`src/rtl/ualink_dpmem_fifo_ctrl_pkg.sv`:
```
// rtl/ualink_dpmem_fifo_ctrl_pkg.sv - shared widths and wrap-bit pointer compares
package ualink_dpmem_fifo_ctrl_pkg;
  localparam int DEF_ADDR_WIDTH = 8;
  localparam int DEF_DATA_WIDTH = 64;
  localparam int PTR_WIDTH      = DEF_ADDR_WIDTH + 1;

  function automatic logic ptr_empty(input logic [PTR_WIDTH-1:0] wr,
                                     input logic [PTR_WIDTH-1:0] rd);
    return wr == rd;
  endfunction

  function automatic logic ptr_full(input logic [PTR_WIDTH-1:0] wr,
                                    input logic [PTR_WIDTH-1:0] rd);
    return (wr[PTR_WIDTH-1] != rd[PTR_WIDTH-1]) &&
           (wr[PTR_WIDTH-2:0] == rd[PTR_WIDTH-2:0]);
  endfunction
endpackage

```
`src/rtl/ualink_dpmem_fifo_ctrl_if.sv`:
```
// rtl/ualink_dpmem_fifo_ctrl_if.sv - ingress/egress streams and dual-port RAM bus
interface ualink_dpmem_fifo_ctrl_if
  import ualink_dpmem_fifo_ctrl_pkg::*;
#(
  parameter int ADDR_WIDTH = DEF_ADDR_WIDTH,
  parameter int DATA_WIDTH = DEF_DATA_WIDTH
) ();
  logic                  s_valid;
  logic                  s_ready;
  logic [DATA_WIDTH-1:0] s_data;
  logic                  s_last;
  logic                  m_valid;
  logic                  m_ready;
  logic [DATA_WIDTH-1:0] m_data;
  logic                  m_last;
  logic                  ram_we_a;
  logic [ADDR_WIDTH-1:0] ram_addr_a;
  logic [DATA_WIDTH-1:0] ram_din_a;
  logic                  ram_we_b;
  logic [ADDR_WIDTH-1:0] ram_addr_b;
  logic [DATA_WIDTH-1:0] ram_dout_b;

  modport master (
    input  s_valid, s_data, s_last, m_ready, ram_dout_b,
    output s_ready, m_valid, m_data, m_last,
    output ram_we_a, ram_addr_a, ram_din_a, ram_we_b, ram_addr_b
  );

  modport slave (
    output s_valid, s_data, s_last, m_ready, ram_dout_b,
    input  s_ready, m_valid, m_data, m_last,
    input  ram_we_a, ram_addr_a, ram_din_a, ram_we_b, ram_addr_b
  );
endinterface

```
`src/rtl/ualink_skid_buf2.sv`:
```
// rtl/ualink_skid_buf2.sv - 2-entry in-order skid buffer absorbing RAM read latency
module ualink_skid_buf2 #(
  parameter int WIDTH = 65
) (
  input  logic             i_clk,
  input  logic             i_rst_n,
  input  logic             i_flush,
  input  logic             i_wr_valid,
  input  logic [WIDTH-1:0] i_wr_data,
  input  logic             i_rd_ready,
  output logic             o_rd_valid,
  output logic [WIDTH-1:0] o_rd_data,
  output logic [1:0]       o_cnt
);
  logic [WIDTH-1:0] r_ent0;
  logic [WIDTH-1:0] r_ent1;
  logic [1:0]       r_cnt;
  logic             w_pop;

  assign o_rd_valid = (r_cnt != 2'd0);
  assign o_rd_data  = r_ent0;
  assign o_cnt      = r_cnt;
  assign w_pop      = o_rd_valid && i_rd_ready;

  always_ff @(posedge i_clk or negedge i_rst_n) begin
    if (!i_rst_n) begin
      r_ent0 <= '0;
      r_ent1 <= '0;
      r_cnt  <= 2'd0;
    end else if (i_flush) begin
      r_cnt <= 2'd0;
    end else begin
      case ({i_wr_valid, w_pop})
        2'b10: begin
          if (r_cnt == 2'd0) r_ent0 <= i_wr_data;
          else               r_ent1 <= i_wr_data;
          r_cnt <= r_cnt + 2'd1;
        end
        2'b01: begin
          r_ent0 <= r_ent1;
          r_cnt  <= r_cnt - 2'd1;
        end
        2'b11: begin
          // Count holds; new word lands behind whatever remains after the pop.
          if (r_cnt == 2'd1) begin
            r_ent0 <= i_wr_data;
          end else begin
            r_ent0 <= r_ent1;
            r_ent1 <= i_wr_data;
          end
        end
        default: ;
      endcase
    end
  end
endmodule

```
`src/rtl/ualink_dpmem_fifo_ctrl.sv`:
```
// rtl/ualink_dpmem_fifo_ctrl.sv - circular packet buffer over an external dual-port RAM
module ualink_dpmem_fifo_ctrl
  import ualink_dpmem_fifo_ctrl_pkg::*;
#(
  parameter int ADDR_WIDTH = DEF_ADDR_WIDTH,
  parameter int DATA_WIDTH = DEF_DATA_WIDTH
) (
  input  logic                    i_axi_aclk,
  input  logic                    i_axi_resetn,
  input  logic                    i_flush,
  ualink_dpmem_fifo_ctrl_if.master bus,
  output logic [ADDR_WIDTH:0]     o_fill_level
);
  localparam int DEPTH = 1 << ADDR_WIDTH;
  localparam logic [ADDR_WIDTH:0] PTR_ONE = {{ADDR_WIDTH{1'b0}}, 1'b1};

  logic [ADDR_WIDTH:0]   r_wr_ptr;
  logic [ADDR_WIDTH:0]   r_rd_ptr;
  logic                  r_inflight;
  logic                  r_inflight_last;
  logic [DEPTH-1:0]      r_last_flag;
  logic                  w_empty;
  logic                  w_full;
  logic                  w_push;
  logic                  w_pop;
  logic                  w_issue;
  logic                  w_m_valid;
  logic [1:0]            w_skid_cnt;
  logic [2:0]            w_occ;
  logic [DATA_WIDTH:0]   w_head;

  assign w_empty = ptr_empty(r_wr_ptr, r_rd_ptr);
  assign w_full  = ptr_full(r_wr_ptr, r_rd_ptr);

  // Reset gates the write side combinationally so nothing reaches the RAM while held.
  assign bus.s_ready    = i_axi_resetn && !w_full && !i_flush;
  assign w_push         = bus.s_valid && bus.s_ready;
  assign bus.ram_we_a   = w_push;
  assign bus.ram_addr_a = r_wr_ptr[ADDR_WIDTH-1:0];
  assign bus.ram_din_a  = i_axi_resetn ? bus.s_data : '0;
  assign bus.ram_we_b   = 1'b0;
  assign bus.ram_addr_b = r_rd_ptr[ADDR_WIDTH-1:0];

  assign w_pop   = w_m_valid && bus.m_ready;
  assign w_occ   = {1'b0, w_skid_cnt} + {2'b00, r_inflight} - {2'b00, w_pop};
  assign w_issue = !w_empty && !i_flush && (w_occ < 3'd2);

  assign o_fill_level = r_wr_ptr - r_rd_ptr;

  always_ff @(posedge i_axi_aclk or negedge i_axi_resetn) begin
    if (!i_axi_resetn) begin
      r_wr_ptr        <= '0;
      r_rd_ptr        <= '0;
      r_inflight      <= 1'b0;
      r_inflight_last <= 1'b0;
    end else if (i_flush) begin
      r_wr_ptr   <= '0;
      r_rd_ptr   <= '0;
      r_inflight <= 1'b0;
    end else begin
      if (w_push)  r_wr_ptr <= r_wr_ptr + PTR_ONE;
      if (w_issue) begin
        r_rd_ptr        <= r_rd_ptr + PTR_ONE;
        r_inflight_last <= r_last_flag[r_rd_ptr[ADDR_WIDTH-1:0]];
      end
      r_inflight <= w_issue;
    end
  end

  // Flags are only read for entries already written, so they need no reset.
  always_ff @(posedge i_axi_aclk) begin
    if (w_push) r_last_flag[r_wr_ptr[ADDR_WIDTH-1:0]] <= bus.s_last;
  end

  ualink_skid_buf2 #(.WIDTH(DATA_WIDTH + 1)) u_skid (
    .i_clk      (i_axi_aclk),
    .i_rst_n    (i_axi_resetn),
    .i_flush    (i_flush),
    .i_wr_valid (r_inflight),
    .i_wr_data  ({r_inflight_last, bus.ram_dout_b}),
    .i_rd_ready (bus.m_ready),
    .o_rd_valid (w_m_valid),
    .o_rd_data  (w_head),
    .o_cnt      (w_skid_cnt)
  );

  assign bus.m_valid = w_m_valid;
  assign bus.m_data  = w_head[DATA_WIDTH-1:0];
  assign bus.m_last  = w_head[DATA_WIDTH];
endmodule
```
`src/flat_wrapper.sv`:
```
// flat-port wrapper written by rule: the top's interface ports become plain ports
module ualink_dpmem_fifo_ctrl_flat import ualink_dpmem_fifo_ctrl_pkg::*;
#(
  parameter int ADDR_WIDTH = DEF_ADDR_WIDTH,
  parameter int DATA_WIDTH = DEF_DATA_WIDTH
)
  (i_axi_aclk, i_axi_resetn, i_flush, o_fill_level, bus_s_valid, bus_s_data, bus_s_last, bus_m_ready, bus_ram_dout_b, bus_s_ready, bus_m_valid, bus_m_data, bus_m_last, bus_ram_we_a, bus_ram_addr_a, bus_ram_din_a, bus_ram_we_b, bus_ram_addr_b);
  ualink_dpmem_fifo_ctrl_if #(.ADDR_WIDTH(ADDR_WIDTH), .DATA_WIDTH(DATA_WIDTH)) bus_i ();
  input  logic i_axi_aclk;
  input  logic i_axi_resetn;
  input  logic i_flush;
  output logic [ADDR_WIDTH:0] o_fill_level;
  input wire logic [$bits(bus_i.s_valid)-1:0] bus_s_valid;
  input wire logic [$bits(bus_i.s_data)-1:0] bus_s_data;
  input wire logic [$bits(bus_i.s_last)-1:0] bus_s_last;
  input wire logic [$bits(bus_i.m_ready)-1:0] bus_m_ready;
  input wire logic [$bits(bus_i.ram_dout_b)-1:0] bus_ram_dout_b;
  output wire logic [$bits(bus_i.s_ready)-1:0] bus_s_ready;
  output wire logic [$bits(bus_i.m_valid)-1:0] bus_m_valid;
  output wire logic [$bits(bus_i.m_data)-1:0] bus_m_data;
  output wire logic [$bits(bus_i.m_last)-1:0] bus_m_last;
  output wire logic [$bits(bus_i.ram_we_a)-1:0] bus_ram_we_a;
  output wire logic [$bits(bus_i.ram_addr_a)-1:0] bus_ram_addr_a;
  output wire logic [$bits(bus_i.ram_din_a)-1:0] bus_ram_din_a;
  output wire logic [$bits(bus_i.ram_we_b)-1:0] bus_ram_we_b;
  output wire logic [$bits(bus_i.ram_addr_b)-1:0] bus_ram_addr_b;
  assign bus_i.s_valid = bus_s_valid;
  assign bus_i.s_data = bus_s_data;
  assign bus_i.s_last = bus_s_last;
  assign bus_i.m_ready = bus_m_ready;
  assign bus_i.ram_dout_b = bus_ram_dout_b;
  assign bus_s_ready = bus_i.s_ready;
  assign bus_m_valid = bus_i.m_valid;
  assign bus_m_data = bus_i.m_data;
  assign bus_m_last = bus_i.m_last;
  assign bus_ram_we_a = bus_i.ram_we_a;
  assign bus_ram_addr_a = bus_i.ram_addr_a;
  assign bus_ram_din_a = bus_i.ram_din_a;
  assign bus_ram_we_b = bus_i.ram_we_b;
  assign bus_ram_addr_b = bus_i.ram_addr_b;
  ualink_dpmem_fifo_ctrl #(.ADDR_WIDTH(ADDR_WIDTH), .DATA_WIDTH(DATA_WIDTH)) u_core (.i_axi_aclk(i_axi_aclk), .i_axi_resetn(i_axi_resetn), .i_flush(i_flush), .bus(bus_i), .o_fill_level(o_fill_level));
endmodule
```
`config.mk`:
```
export PLATFORM = sky130hd
export DESIGN_NAME = ualink_dpmem_fifo_ctrl_flat
export DESIGN_NICKNAME = d
export VERILOG_FILES = /design/src/rtl/ualink_dpmem_fifo_ctrl_pkg.sv /design/src/rtl/ualink_dpmem_fifo_ctrl_if.sv /design/src/rtl/ualink_skid_buf2.sv /design/src/rtl/ualink_dpmem_fifo_ctrl.sv /design/src/flat_wrapper.sv
export SDC_FILE = /design/constraint.sdc
export NUM_CORES = 1
export LEC_CHECK = 0
export BUFFER_PORTS_ARGS = -buffer_cell sky130_fd_sc_hd__buf_2
export CAP_MARGIN = 15
export CORE_AREA = 2 2 234 236
export DETAILED_ROUTE_END_ITERATION = 7
export DIE_AREA = 0 0 236 238
export PLACE_DENSITY = 0.58
export SETUP_SLACK_MARGIN = 0.3
export SYNTH_ARGS = -nofsm -noshare
export SYNTH_HDL_FRONTEND = slang
export SYNTH_SLANG_ARGS = --single-unit
export TNS_END_PERCENT = 1
```
`constraint.sdc`:
```
create_clock -name i_axi_aclk -period 4.29 [get_ports i_axi_aclk]
set_input_delay 0.858 -clock i_axi_aclk [delete_from_list [all_inputs] [get_ports i_axi_aclk]]
set_output_delay 0.858 -clock i_axi_aclk [all_outputs]
set_load 0.005 [all_outputs]
```
* Word level (Yosys, flattened, before mapping)
Cells that the tools add are included.
** Storage, ports and cells
- Register bits :: 408
- Input port bits :: 134
- Output and inout bits :: 158
- Word-level logic and storage cells :: 70
** Cells by class
- Add/sub/neg operators :: 7
- Order comparisons :: 4
- Equality and inequality tests :: 10
- Muxes and demuxes :: 19
- Bitwise operators :: 1
- Reduce and logical (&&, ||, !) cells :: 21
** Operators by type and width (number)
- 65-bit 2-to-1 mux :: 4
- 256-bit bitwise mux :: 1
- 65-bit case mux with 3 select lines :: 1
- 65-bit case mux with 2 select lines :: 1
- 64-bit 2-to-1 mux :: 1
- 9-bit 2-to-1 mux :: 4
- 9-bit by 1-bit adder with 9-bit output (second input constant) :: 2
- 8-bit by 9-bit < comparator with 1-bit output (second input constant) :: 2
- 9-bit equality test :: 1
- 9-bit subtractor :: 1
- 1-bit binary-select mux with 8-bit select :: 1
- 1-bit demux with 8-bit select :: 1
- 8-bit equality test :: 1
- 8-bit by 1-bit >= comparator with 1-bit output (second input constant) :: 1
- 1-bit logical AND :: 8
- 2-bit nonzero test :: 4
- 2-bit inequality test (second input constant) :: 3
- 3-bit nonzero test :: 2
- 2-bit by 1-bit equality test with 1-bit output (second input constant) :: 2
- 2-bit equality test (second input constant) :: 2
- 2-bit case mux with 2 select lines :: 1
- 4-bit AND reduction :: 1
- 2-bit by 1-bit adder with 3-bit output :: 1
- 1-bit zero test :: 3
- other kinds (11) :: 13

* Logic depth before layout (Yosys ltp)
Gate-level depths: netlist (run 1).
- Word-level depth :: 8
- Gate-level depth with buffers :: 13
- Gate-level depth less buffers :: 13

* Modules after synthesis
From an unflattened synthesis (run 1), not the netlist that was laid out.
** Unflattened totals
- Cell total of the unflattened synthesis :: 1592
- Area total of the unflattened synthesis :: 19040.8 µm²
** Modules (own cells, without submodules)
- ualink_dpmem_fifo_ctrl :: times used 1, cells each 1054, area each 13142.6 µm², sequential area each 8187.9 µm²
- ualink_skid_buf2 :: times used 1, cells each 538, area each 5898.2 µm², sequential area each 3303.2 µm²

* Worst setup path after synthesis (run 1)
Ideal clock, no wire load.
- Path type :: in2reg
- From :: in bus_m_ready
- To :: reg u_core.r_rd_ptr[7]
- Setup time :: 124 ps
- Arrival time :: 3149 ps
- Required time :: 4166 ps
- Path slack :: 1016 ps
- Cell stages on the path :: 10
- Path buffers :: 0
- Path through :: nor2b_1 -> ha_1 -> nand2b_1 -> fa_1 -> xnor2_1 -> nand3_1 -> a21oi_2 -> nand4_1 -> or4_1 -> mux2i_1
** Between the ends
- Longest elaborated chain between the ends :: 5
** RTL lines
- from (decl) :: RTL line flat_wrapper.sv:16 : input wire logic [$bits(bus_i.m_ready)-1:0] bus_m_ready;
- 1-bit logical AND :: RTL line ualink_dpmem_fifo_ctrl.sv:44 : assign w_pop = w_m_valid && bus.m_ready;
- 3-bit by 1-bit subtractor with 3-bit output :: RTL line ualink_dpmem_fifo_ctrl.sv:45 : assign w_occ = {1'b0, w_skid_cnt} + {2'b00, r_inflight} - {2'b00, w_pop};
- 3-bit by 2-bit < comparator with 1-bit output :: RTL line ualink_dpmem_fifo_ctrl.sv:46 : assign w_issue = !w_empty && !i_flush && (w_occ < 3'd2);
- 1-bit logical AND :: RTL line ualink_dpmem_fifo_ctrl.sv:46
- 2-bit nonzero test (no source line)
- to (signal assigned) :: RTL line ualink_dpmem_fifo_ctrl.sv:63 : r_rd_ptr <= r_rd_ptr + PTR_ONE;
- to (decl) :: RTL line ualink_dpmem_fifo_ctrl.sv:18 : logic [ADDR_WIDTH:0] r_rd_ptr;
No other way between the ends.
A chain may end at the register's enable or synchronous reset.

* Final worst setup path (run 1)
- From :: reg u_core.r_rd_ptr[4]
- To :: out bus_ram_we_a
** Between the ends
- Longest elaborated chain between the ends :: 6
** RTL lines
- 8-bit equality test :: RTL line ualink_dpmem_fifo_ctrl_pkg.sv:15 : (wr[PTR_WIDTH-2:0] == rd[PTR_WIDTH-2:0]);
- 1-bit logical AND :: RTL line ualink_dpmem_fifo_ctrl_pkg.sv:14 : return (wr[PTR_WIDTH-1] != rd[PTR_WIDTH-1]) &&
- 1-bit zero test :: RTL line ualink_dpmem_fifo_ctrl.sv:36 : assign bus.s_ready = i_axi_resetn && !w_full && !i_flush;
- 1-bit logical AND (2 in series) :: RTL line ualink_dpmem_fifo_ctrl.sv:36
- 1-bit logical AND :: RTL line ualink_dpmem_fifo_ctrl.sv:37 : assign w_push = bus.s_valid && bus.s_ready;
- to (decl) :: RTL line flat_wrapper.sv:22 : output wire logic [$bits(bus_i.ram_we_a)-1:0] bus_ram_we_a;
No other way between the ends.

==> flow_metrics.tcl, run 1 <==
set metrics [dict create \
    worstMarginPinSlew_ns 1.21 \
    worstPathRequired_ns 3.43 \
    ios 292 \
    slew-limit-headroom_pct 19.2 \
    final-setup-viol-count 0 \
    yosysMostFrequentCell "nor2_1" \
    seqPwrFrac_pct 43.8 \
    p_leak_nw 8.27 \
    clockBufferDepth 3 \
    p_int_w 0.00826 \
    vias 12800 \
    rows 85 \
    wl_met3_um 3970 \
    critical_path_arrival_ns 2.98 \
    die_width_um 236 \
    yosys.area_share.simple_pct 12.5 \
    highest_layer "met5" \
    final_nets 1875 \
    ant_nets 0 \
    syn_area_um2 18500 \
    cts_root_buffer "clkbuf_16" \
    fp.coreArea_um2 53500 \
    rsz0062_at_grt "false" \
    p_sw_w 0.00346 \
    initial_core_util_pct 34.6 \
    clkPwrFrac_pct 30.4 \
    wl_met1_um 21500 \
    grt_pass1_vias 12700 \
    dp_hpwl_um 33900 \
    yosys-top-cells-count "nor2_1 (290), edfxtp_1 (256), dfrtp_1 (152), nand2_1 (120), clkbuf_1 (90)" \
    p_sw_share_pct 29.5 \
    gr-total-overflow 0 \
    synth_compound_area_share_pct 6.74 \
    ys_seq_area_share_pct 62.0 \
    syn_nets 1643 \
    cp_max_fo 11 \
    period_needed_ns 3.84 \
    yosys.area.top_type "edfxtp_1" \
    synth-adder-area-share_pct 1.50 \
    synth_top_family_by_area "multiplexers" \
    avgViaCountPerCell 5.21 \
    drive_gt1_share_pct 29.1 \
    ys.flop_type "edfxtp_1" \
    die_y_um 238 \
    yosys-top-cells-area "edfxtp_1 (41%), dfrtp_1 (21%), mux4_2 (7.0%), nor2_1 (5.9%), mux2_2 (4.1%)" \
    max_freq_ghz 0.260 \
    cts_tree "yes" \
    ir_drop_mv 0.317 \
    wire_per_inst_um 21.4 \
    slowest_delay_ns 0.51 \
    worst_slack_ns 0.449 \
    syn_avg_cell_area_um2 12.5 \
    skew_ns 0.0195 \
    hold_buffers 0 \
    synth_edf_count 256 \
    maxSlewViolCount 0 \
    drt_drc_violations_left 0 \
    antenna_found_initial 7 \
    tns_ns 0 \
    hold_violations 0 \
    htreeDepth 2 \
    numClockSinks 408 \
    dr.first_iter.drc_count 1055 \
    grt_use_total_pct 18.2 \
    postSynth.asyncResetShare_pct 37.3 \
    criticalPathCategory "reg2out" \
    gp_congestion 0.870 \
    maxCapViolCount 0 \
    place_ws_ns 0.935 \
    p_total_w 0.0117 \
    synth_xor_area_share_pct 0.756 \
    critical_path.slowest_cell "dfrtp_1" \
    clk_pin_slew_ns 0.06 \
    wl_met2_um 25700 \
    muxShareOfSynthArea_pct 12.7 \
    syn_to_final_growth_pct 18.1 \
    hold_path.class "in2async" \
    combPwrFrac_pct 25.8 \
    die_area_um2 56200 \
    status "finished clean" \
    fin_crit_sh_pct 89.5 \
    synth.distinct_cells 54 \
    netlist.area_leader.share_pct 41.5 \
    end_kind "primary output" \
    synthCells 1488 \
    synth-seq-cells 408 \
    grt_start_max_net_pins 131 \
    finalWirelength_um 52400 \
    clock_latency_ns 0.57 \
    power_density_nw_per_um2 535 \
    yosys_warnings 0 \
    first_pass_iters 5 \
    cp_cell_sequence "inv_1, ha_1, nand4_1, o311a_1, nand2_1, buf_4, clkinvlp_4, buf_2" \
    grt_pass1_wl_um 78600 \
    cts_buffers 43 \
    cp-start-kind "flip-flop" \
    io_buffers 290 \
]
[worst max-delay path: cells and delay by family (launching register included)]
family / cells / cell delay, ns
flops: 1 / 0.51
compound gates: 1 / 0.37
simple gates: 2 / 0.26
buf+inv: 4 / 0.87
fa+ha+maj: 1 / 0.39
[cells in the final DEF (no fill, tap or decap), types with 9 or more instances in the layout]
master and n:
a22oi_1 69, and2_1 66, buf_2 288, buf_4 22
clkbuf_1 12, clkbuf_16 44, clkinv_1 9, clkinv_2 10
dfrtp_1 150, edfxtp_1 256, ha_1 19, inv_1 21
mux2_2 67, mux2i_1 30, mux4_2 58, nand2_1 120
nand3_1 25, nand4_1 12, nor2_1 290, nor2b_1 11
o21ai_0 80, xnor2_1 14
[registers in the layout, indices dropped and copies added, names as in the netlist]
name and count:
u_core.u_skid.o_cnt 2, u_core.u_skid.r_ent1 65, u_core.u_skid.o_rd_data 65, u_core.r_rd_ptr 9
u_core.r_inflight_last 1, u_core.r_wr_ptr 9, u_core.r_inflight 1, u_core.r_last_flag 256
[layout make-up]
cell class                      instances  area (um^2)
Timing Repair Buffer                  316         1720
Sequential cell                       408        11500
Clock buffer                           56         1150
Antenna cell                            1         2.50
Tap cell                              696          871
Fill cell                            5102        31600
Clock inverter                         23          176
Inverter                               23         90.1
Multi-Input combinational cell        928         6380
[per-layer routing]
layer  vias up  GRT usage [%]
met5         -              0
met4         4           5.19
met3        88           4.29
met2       466           31.2
met1      6447           23.0
li1       5774              -
[worst paths after layout]
kind,start,endpoint,slack (ns),depth (start not counted)
worst max-delay path,u_core.r_rd_ptr[4],bus_ram_we_a,0.45,8
worst min-delay path,i_axi_resetn,u_core.u_skid.o_rd_data[47],0.16,1
worst max register to register,u_core.r_rd_ptr[5],u_core.r_wr_ptr[8],0.98,11
worst min register to register,u_core.u_skid.o_rd_data[21],u_core.u_skid.o_rd_data[21],0.48,2
max in group asynchronous,i_axi_resetn,u_core.u_skid.r_ent1[2],2.21,3
min in group i_axi_aclk,u_core.u_skid.o_rd_data[21],u_core.u_skid.o_rd_data[21],0.48,2
[through the flow]
step	utilization (%)	hold WS [ns]	cell area, um^2	std cells
after floorplan	-	0.469	18500	1488
after global placement	38.4	0.456	20500	2370
after detailed placement	38.4	0.465	20500	2370
after CTS	40.8	0.148	21800	2449
after global routing	40.9	0.154	21900	2451
final	40.9	0.164	21900	2451
[logic make-up after synthesis]
| group | after synthesis |
|---|---|
| simple gates | 541 |
| flops | 408 |
| compound gates | 194 |
| mux | 155 |
| buf+inv | 152 |
| fa+ha+maj | 21 |
| xor+xnor | 16 |
| other cells | 1 |
[power groups by stage]
stage	clock, W	sequential (W)	combinational, W
final	0.00356	0.00513	0.00302
after global routing	0.00376	0.00520	0.00332
after CTS	0.00363	0.00513	0.00305
after detailed placement	0	0.00521	0.00304
after global placement	0	0.00519	0.00299
after floorplan	0	0.00516	0.00198
[timing repair]
action,4_1_cts,5_1_grt
endpoints found under the setup margin,0,1
hold endpoints to repair,0,0
resized for setup,0,1
buffers inserted,0,0
Note: power is estimated with default switching activity, not from simulation.
==> run 2: changes to the inputs <==
--- a/config.mk
+++ b/config.mk
@@ -7,10 +7,11 @@
 export LEC_CHECK = 0
 export BUFFER_PORTS_ARGS = -buffer_cell sky130_fd_sc_hd__buf_2
 export CAP_MARGIN = 15
-export CORE_AREA = 2 2 234 236
+export CORE_AREA = 2 2 184 186
 export DETAILED_ROUTE_END_ITERATION = 7
-export DIE_AREA = 0 0 236 238
-export PLACE_DENSITY = 0.58
+export DIE_AREA = 0 0 186 188
+export PLACE_DENSITY = 0.84
+export RECOVER_POWER = 25
 export SETUP_SLACK_MARGIN = 0.3
 export SYNTH_ARGS = -nofsm -noshare
 export SYNTH_HDL_FRONTEND = slang
==> run 2 against run 1 <==
The run now ends with capacitance limit, slew limit left. Sequential share of layout area up 1.1 points. Combinational power hardly changed. Setup slack worse by 0.035 ns. Critical endpoint unchanged. Critical path type unchanged. Clock power down 5%.
==> flow_metrics.tcl, run 2 (synthesized netlist as in run 1, its figures left out) <==
set metrics [dict create \
    gp_congestion 0.951 \
    syn_to_final_growth_pct 15.6 \
    max_freq_ghz 0.258 \
    first_pass_iters 6 \
    criticalPathCategory "reg2out" \
    largest_reg_flops 256 \
    clkPwrFrac_pct 29.2 \
    r2r-end "u_core.r_last_flag[208]" \
    cts-resized-gates 0 \
    hold_ws_ns 0.248 \
    grt_start_max_net_pins 170 \
    slew-limit-headroom_pct -86.5 \
    hold_buffers 0 \
    power_density_nw_per_um2 542 \
    fin_crit_sh_pct 90.4 \
    grt_busiest_layer "met2" \
    post_cts_buffers 0 \
    rsz0062_at_grt "false" \
    rr_worst_depth 9 \
    wire_per_inst_um 23.8 \
    io_buffers 290 \
    critical_path.slowest_cell "dfrtp_1" \
    end_kind "primary output" \
    initial_core_util_pct 56.0 \
    clock_latency_ns 0.54 \
    ios 292 \
    status "finished, violations left" \
    tns_ns 0 \
    vias 13400 \
    htreeDepth 2 \
    ir_drop_mv 0.409 \
    p_sw_w 0.00344 \
    hold_violations 0 \
    cp_max_fo 12 \
    clockBufferDepth 3 \
    cp_cell_sequence "inv_1, ha_1, nand4_1, o311a_1, nand2_1, clkinvlp_4, buf_2" \
    gr-total-overflow 0 \
    cts_buffers 40 \
    use_met1_pct 37.3 \
    clk_pin_slew_ns 0.06 \
    ant_nets 0 \
    rows 67 \
    worstMarginPinSlew_ns 2.80 \
    worst_r2r_startpoint "u_core.r_rd_ptr[5]" \
    grt_pass1_vias 13300 \
    hold_path.class "in2async" \
    cp.buffers_inverters 3 \
    cpLargestDelayFamily "buffers and inverters" \
    dp_hpwl_um 34100 \
    cp-start-kind "flip-flop" \
    maxSlewViolCount 198 \
    p_sw_share_pct 29.6 \
    die_width_um 186 \
    grt_pass1_wl_um 77400 \
    failed_checks "capacitance limit, slew limit" \
    cts_root_buffer "clkbuf_16" \
    grt_use_met3_pct 6.76 \
    finalWirelength_um 52300 \
    drt_drc_violations_left 0 \
    avgViaCountPerCell 6.08 \
    dr.first_iter.drc_count 1530 \
    final-setup-viol-count 0 \
    final_nets 1867 \
    critical_path_arrival_ns 3.02 \
    numClockSinks 408 \
    p_int_w 0.00817 \
    combPwrFrac_pct 26.3 \
    die_area_um2 35000 \
    skew_ns 0.0194 \
    maxCapViolCount 2 \
    cts_tree "yes" \
    slowest_delay_ns 0.56 \
    period_needed_ns 3.88 \
    final_common_cell "nor2_1" \
    layout_common_cells "nor2_1 (290), buf_2 (284), edfxtp_1 (256)" \
    use_met2_pct 47.0 \
    p_leak_nw 8.18 \
    antenna_found_initial 4 \
    fp.coreArea_um2 33100 \
    seqPwrFrac_pct 44.5 \
    die_y_um 188 \
    grt_use_total_pct 29.5 \
    drive_gt1_share_pct 28.5 \
    n_fill_cell 2343 \
    rrSetupSlack_ns 0.91 \
    worstPathRequired_ns 3.43 \
]
==> run 2: worst reg2reg max path: cells and delay by family (launching register included) <==
family / cells / cell delay, ns
compound gates: 1 / 0.37
fa+ha+maj: 1 / 0.40
buf+inv: 3 / 0.72
flops: 1 / 0.56
simple gates: 4 / 1.03
==> run 2: worst max-delay path by stage <==
stage | from | endpoint | slack, ns | depth (start not counted)
after global routing | u_core.r_rd_ptr[5] | bus_ram_we_a | 0.31 | 7
after detailed placement | bus_m_ready | u_core.r_rd_ptr[7] | 0.92 | 11
final | u_core.r_rd_ptr[5] | bus_ram_we_a | 0.41 | 7
after CTS | u_core.r_rd_ptr[5] | bus_ram_we_a | 0.44 | 7
after floorplan | bus_m_ready | u_core.r_rd_ptr[7] | 1.02 | 10
after global placement | bus_m_ready | u_core.r_rd_ptr[7] | 0.96 | 11
==> run 2: power by group through the flow <==
| stage | Combinational, W | Clock, W | Sequential [W] |
|---|---|---|---|
| 6_report | 0.00305 | 0.00339 | 0.00516 |
| 5_1_grt | 0.00334 | 0.00356 | 0.00522 |
| 4_1_cts | 0.00306 | 0.00340 | 0.00514 |
| 3_5_place_dp | 0.00302 | 0 | 0.00521 |
| 3_3_place_gp | 0.00292 | 0 | 0.00516 |
| 2_1_floorplan | 0.00198 | 0 | 0.00516 |
==> run 2: per-stage QoR <==
step	setup WS, ns	area [um^2]	power [W]	std cells	utilization, %
detailed placement	0.925	20200	0.00823	2118	60.9
global route	0.311	21400	0.0121	2195	64.7
global placement	0.956	20200	0.00808	2118	60.9
CTS	0.438	21400	0.0116	2191	64.7
finish	0.414	21400	0.0116	2196	64.7
floorplan	1.02	18500	0.00714	1488	-
==> run 2: area by class of cell <==
| cell class | count | area (um^2) | area share [%] |
|---|---|---|---|
| sequential | 408 | 11500 | 53.7 |
| clock buffer | 59 | 1120 | 5.24 |
| inverter | 23 | 90.1 | 0.420 |
| antenna | 5 | 12.5 | 0.0584 |
| timing repair buffer | 311 | 1630 | 7.63 |
| multi-input combinational | 928 | 6380 | 29.8 |
| tap | 448 | 561 | 2.62 |
| clock inverter | 14 | 130 | 0.607 |
==> run 2: metal layers <==
metal / vias to the layer above / share of wire, %
met5: - / 0
met4: 0 / 6.3
met3: 187 / 11
met2: 797 / 47
met1: 6618 / 36
li1: 5754 / -
==> run 3: changes to the inputs <==
--- a/config.mk
+++ b/config.mk
@@ -8,6 +8,7 @@
 export BUFFER_PORTS_ARGS = -buffer_cell sky130_fd_sc_hd__buf_2
 export CAP_MARGIN = 15
 export CORE_AREA = 2 2 184 186
+export CTS_BUF_LIST = sky130_fd_sc_hd__clkbuf_8 sky130_fd_sc_hd__clkbuf_16
 export DETAILED_ROUTE_END_ITERATION = 7
 export DIE_AREA = 0 0 186 188
 export PLACE_DENSITY = 0.84
==> run 3 against run 2 <==
The flow still finishes with violations (capacitance limit, slew limit). Critical endpoint unchanged. Utilization is the same. Setup slack got worse by 0.012 ns. First-iteration DRC count decreased by 0.72%. Critical path depth is the same.
==> flow_metrics.tcl, run 3 (synthesized netlist as in run 1, its figures left out) <==
set metrics [dict create \
    io_buffers 290 \
    wl_met3_um 5500 \
    gr-total-overflow 0 \
    rrSetupSlack_ns 0.88 \
    n_fill_cell 2342 \
    r2r-end "u_core.r_last_flag[208]" \
    final_common_cell "nor2_1" \
    hold_violations 0 \
    seqCellArea_um2 11500 \
    dr.first_iter.drc_count 1519 \
    drt_drc_violations_left 0 \
    grt_start_max_net_pins 170 \
    antenna_found_initial 4 \
    wire_per_inst_um 23.8 \
    cp_max_fo 12 \
    clock_latency_ns 0.54 \
    ir_drop_mv 0.408 \
    rows 67 \
    layout_common_cells "nor2_1 (290), buf_2 (284), edfxtp_1 (256)" \
    rr_worst_depth 9 \
    first_pass_iters 6 \
    clk_pin_slew_ns 0.06 \
    avgViaCountPerCell 6.08 \
    die_y_um 188 \
    hold_path.class "in2async" \
    fp.coreArea_um2 33100 \
    skew_ns 0.0226 \
    tns_ns 0 \
    htreeDepth 2 \
    wl_met1_um 18800 \
    status "finished, violations left" \
    grt_pass1_wl_um 77500 \
    highest_layer "met4" \
    wl_met2_um 24700 \
    fin_crit_sh_pct 90.6 \
    final_nets 1867 \
    post_cts_buffers 0 \
    worstMarginPinSlew_ns 2.84 \
    dp_hpwl_um 34100 \
    grt_use_total_pct 29.5 \
    maxSlewViolCount 198 \
    ant_nets 0 \
    worstPathRequired_ns 3.43 \
    criticalPathCategory "reg2out" \
    slew-limit-headroom_pct -89.0 \
    multiInputGateArea_um2 6380 \
    p_leak_nw 8.23 \
    worst_r2r_startpoint "u_core.r_rd_ptr[5]" \
    cp_cell_sequence "inv_1, ha_1, nand4_1, o311a_1, nand2_1, clkinvlp_4, buf_2" \
    cts_root_buffer "clkbuf_16" \
    syn_to_final_growth_pct 15.6 \
    drive_gt1_share_pct 28.5 \
    finalWirelength_um 52200 \
    maxCapViolCount 2 \
    cts-resized-gates 0 \
    die_width_um 186 \
    rsz0062_at_grt "false" \
    failed_checks "capacitance limit, slew limit" \
    clockBufferDepth 3 \
    largest_reg_flops 256 \
    power_density_nw_per_um2 541 \
    cp-start-kind "flip-flop" \
    cts_buffers 40 \
    cts_tree "yes" \
    max_freq_ghz 0.257 \
    die_area_um2 35000 \
    critical_path.slowest_cell "dfrtp_1" \
    final-setup-viol-count 0 \
    vias 13400 \
    grt_pass1_vias 13300 \
    slowest_delay_ns 0.54 \
    fin_util_pct 64.7 \
    critical_path_arrival_ns 3.03 \
    end_kind "primary output" \
    hold_buffers 0 \
    numClockSinks 408 \
    initial_core_util_pct 56.0 \
    ios 292 \
    gp_congestion 0.951 \
    period_needed_ns 3.89 \
]
## run 3: cell count changes in the layout (fill, tap and decap cells not counted)
cell      before  now
inv_1         21   35
clkbuf_1      19    5
## run 3: how the worst max path moves through the flow
| stage | start | to | slack (ns) | depth (start not counted) |
|---|---|---|---|---|
| global route | u_core.r_rd_ptr[5] | bus_ram_we_a | 0.31 | 7 |
| finish | u_core.r_rd_ptr[5] | bus_ram_we_a | 0.40 | 7 |
| global placement | bus_m_ready | u_core.r_rd_ptr[7] | 0.96 | 11 |
| floorplan | bus_m_ready | u_core.r_rd_ptr[7] | 1.02 | 10 |
| detailed placement | bus_m_ready | u_core.r_rd_ptr[7] | 0.92 | 11 |
| CTS | u_core.r_rd_ptr[5] | bus_ram_we_a | 0.44 | 7 |
## run 3: stage by stage
| step | cell area (um^2) | total power (W) | hold WS [ns] | setup slack, ns | cells |
|---|---|---|---|---|---|
| after CTS | 21400 | 0.0116 | 0.249 | 0.438 | 2191 |
| after detailed placement | 20200 | 0.00823 | 0.465 | 0.925 | 2118 |
| final | 21400 | 0.0116 | 0.250 | 0.402 | 2196 |
| after global placement | 20200 | 0.00808 | 0.457 | 0.956 | 2118 |
| after global routing | 21400 | 0.0121 | 0.261 | 0.311 | 2195 |
| after floorplan | 18500 | 0.00714 | 0.469 | 1.02 | 1488 |
## run 3: final cells by class
| class | count | area share, % |
|---|---|---|
| antenna | 5 | 0.0584 |
| clock buffer | 45 | 4.99 |
| clock inverter | 28 | 0.853 |
| inverter | 23 | 0.420 |
| multi-input combinational | 928 | 29.8 |
| sequential | 408 | 53.7 |
| tap | 448 | 2.62 |
| timing repair buffer | 311 | 7.63 |
## run 3: per-layer routing
layer  global-route usage (%)  up-vias
li1                         -     5760
met1                     37.3     6627
met2                     46.9      791
met3                     6.78      182
met4                     17.0        0
met5                        0        -
## run 3: report_power, final
group | total (W) | internal [W] | switching [W]
Sequential | 0.00516 | 0.00481 | 0.000348
Clock | 0.00336 | 0.00190 | 0.00146
Combinational | 0.00306 | 0.00142 | 0.00164
## run 3: worst max-delay path: cells and delay by family, from the launching register on
kind,cells,cell delay [ns]
flip-flops,1,0.54
buffers and inverters,3,0.69
AO/OA/AOI/OAI,1,0.38
adder cells (fa/ha/maj),1,0.40
AND/OR/NAND/NOR,2,0.47
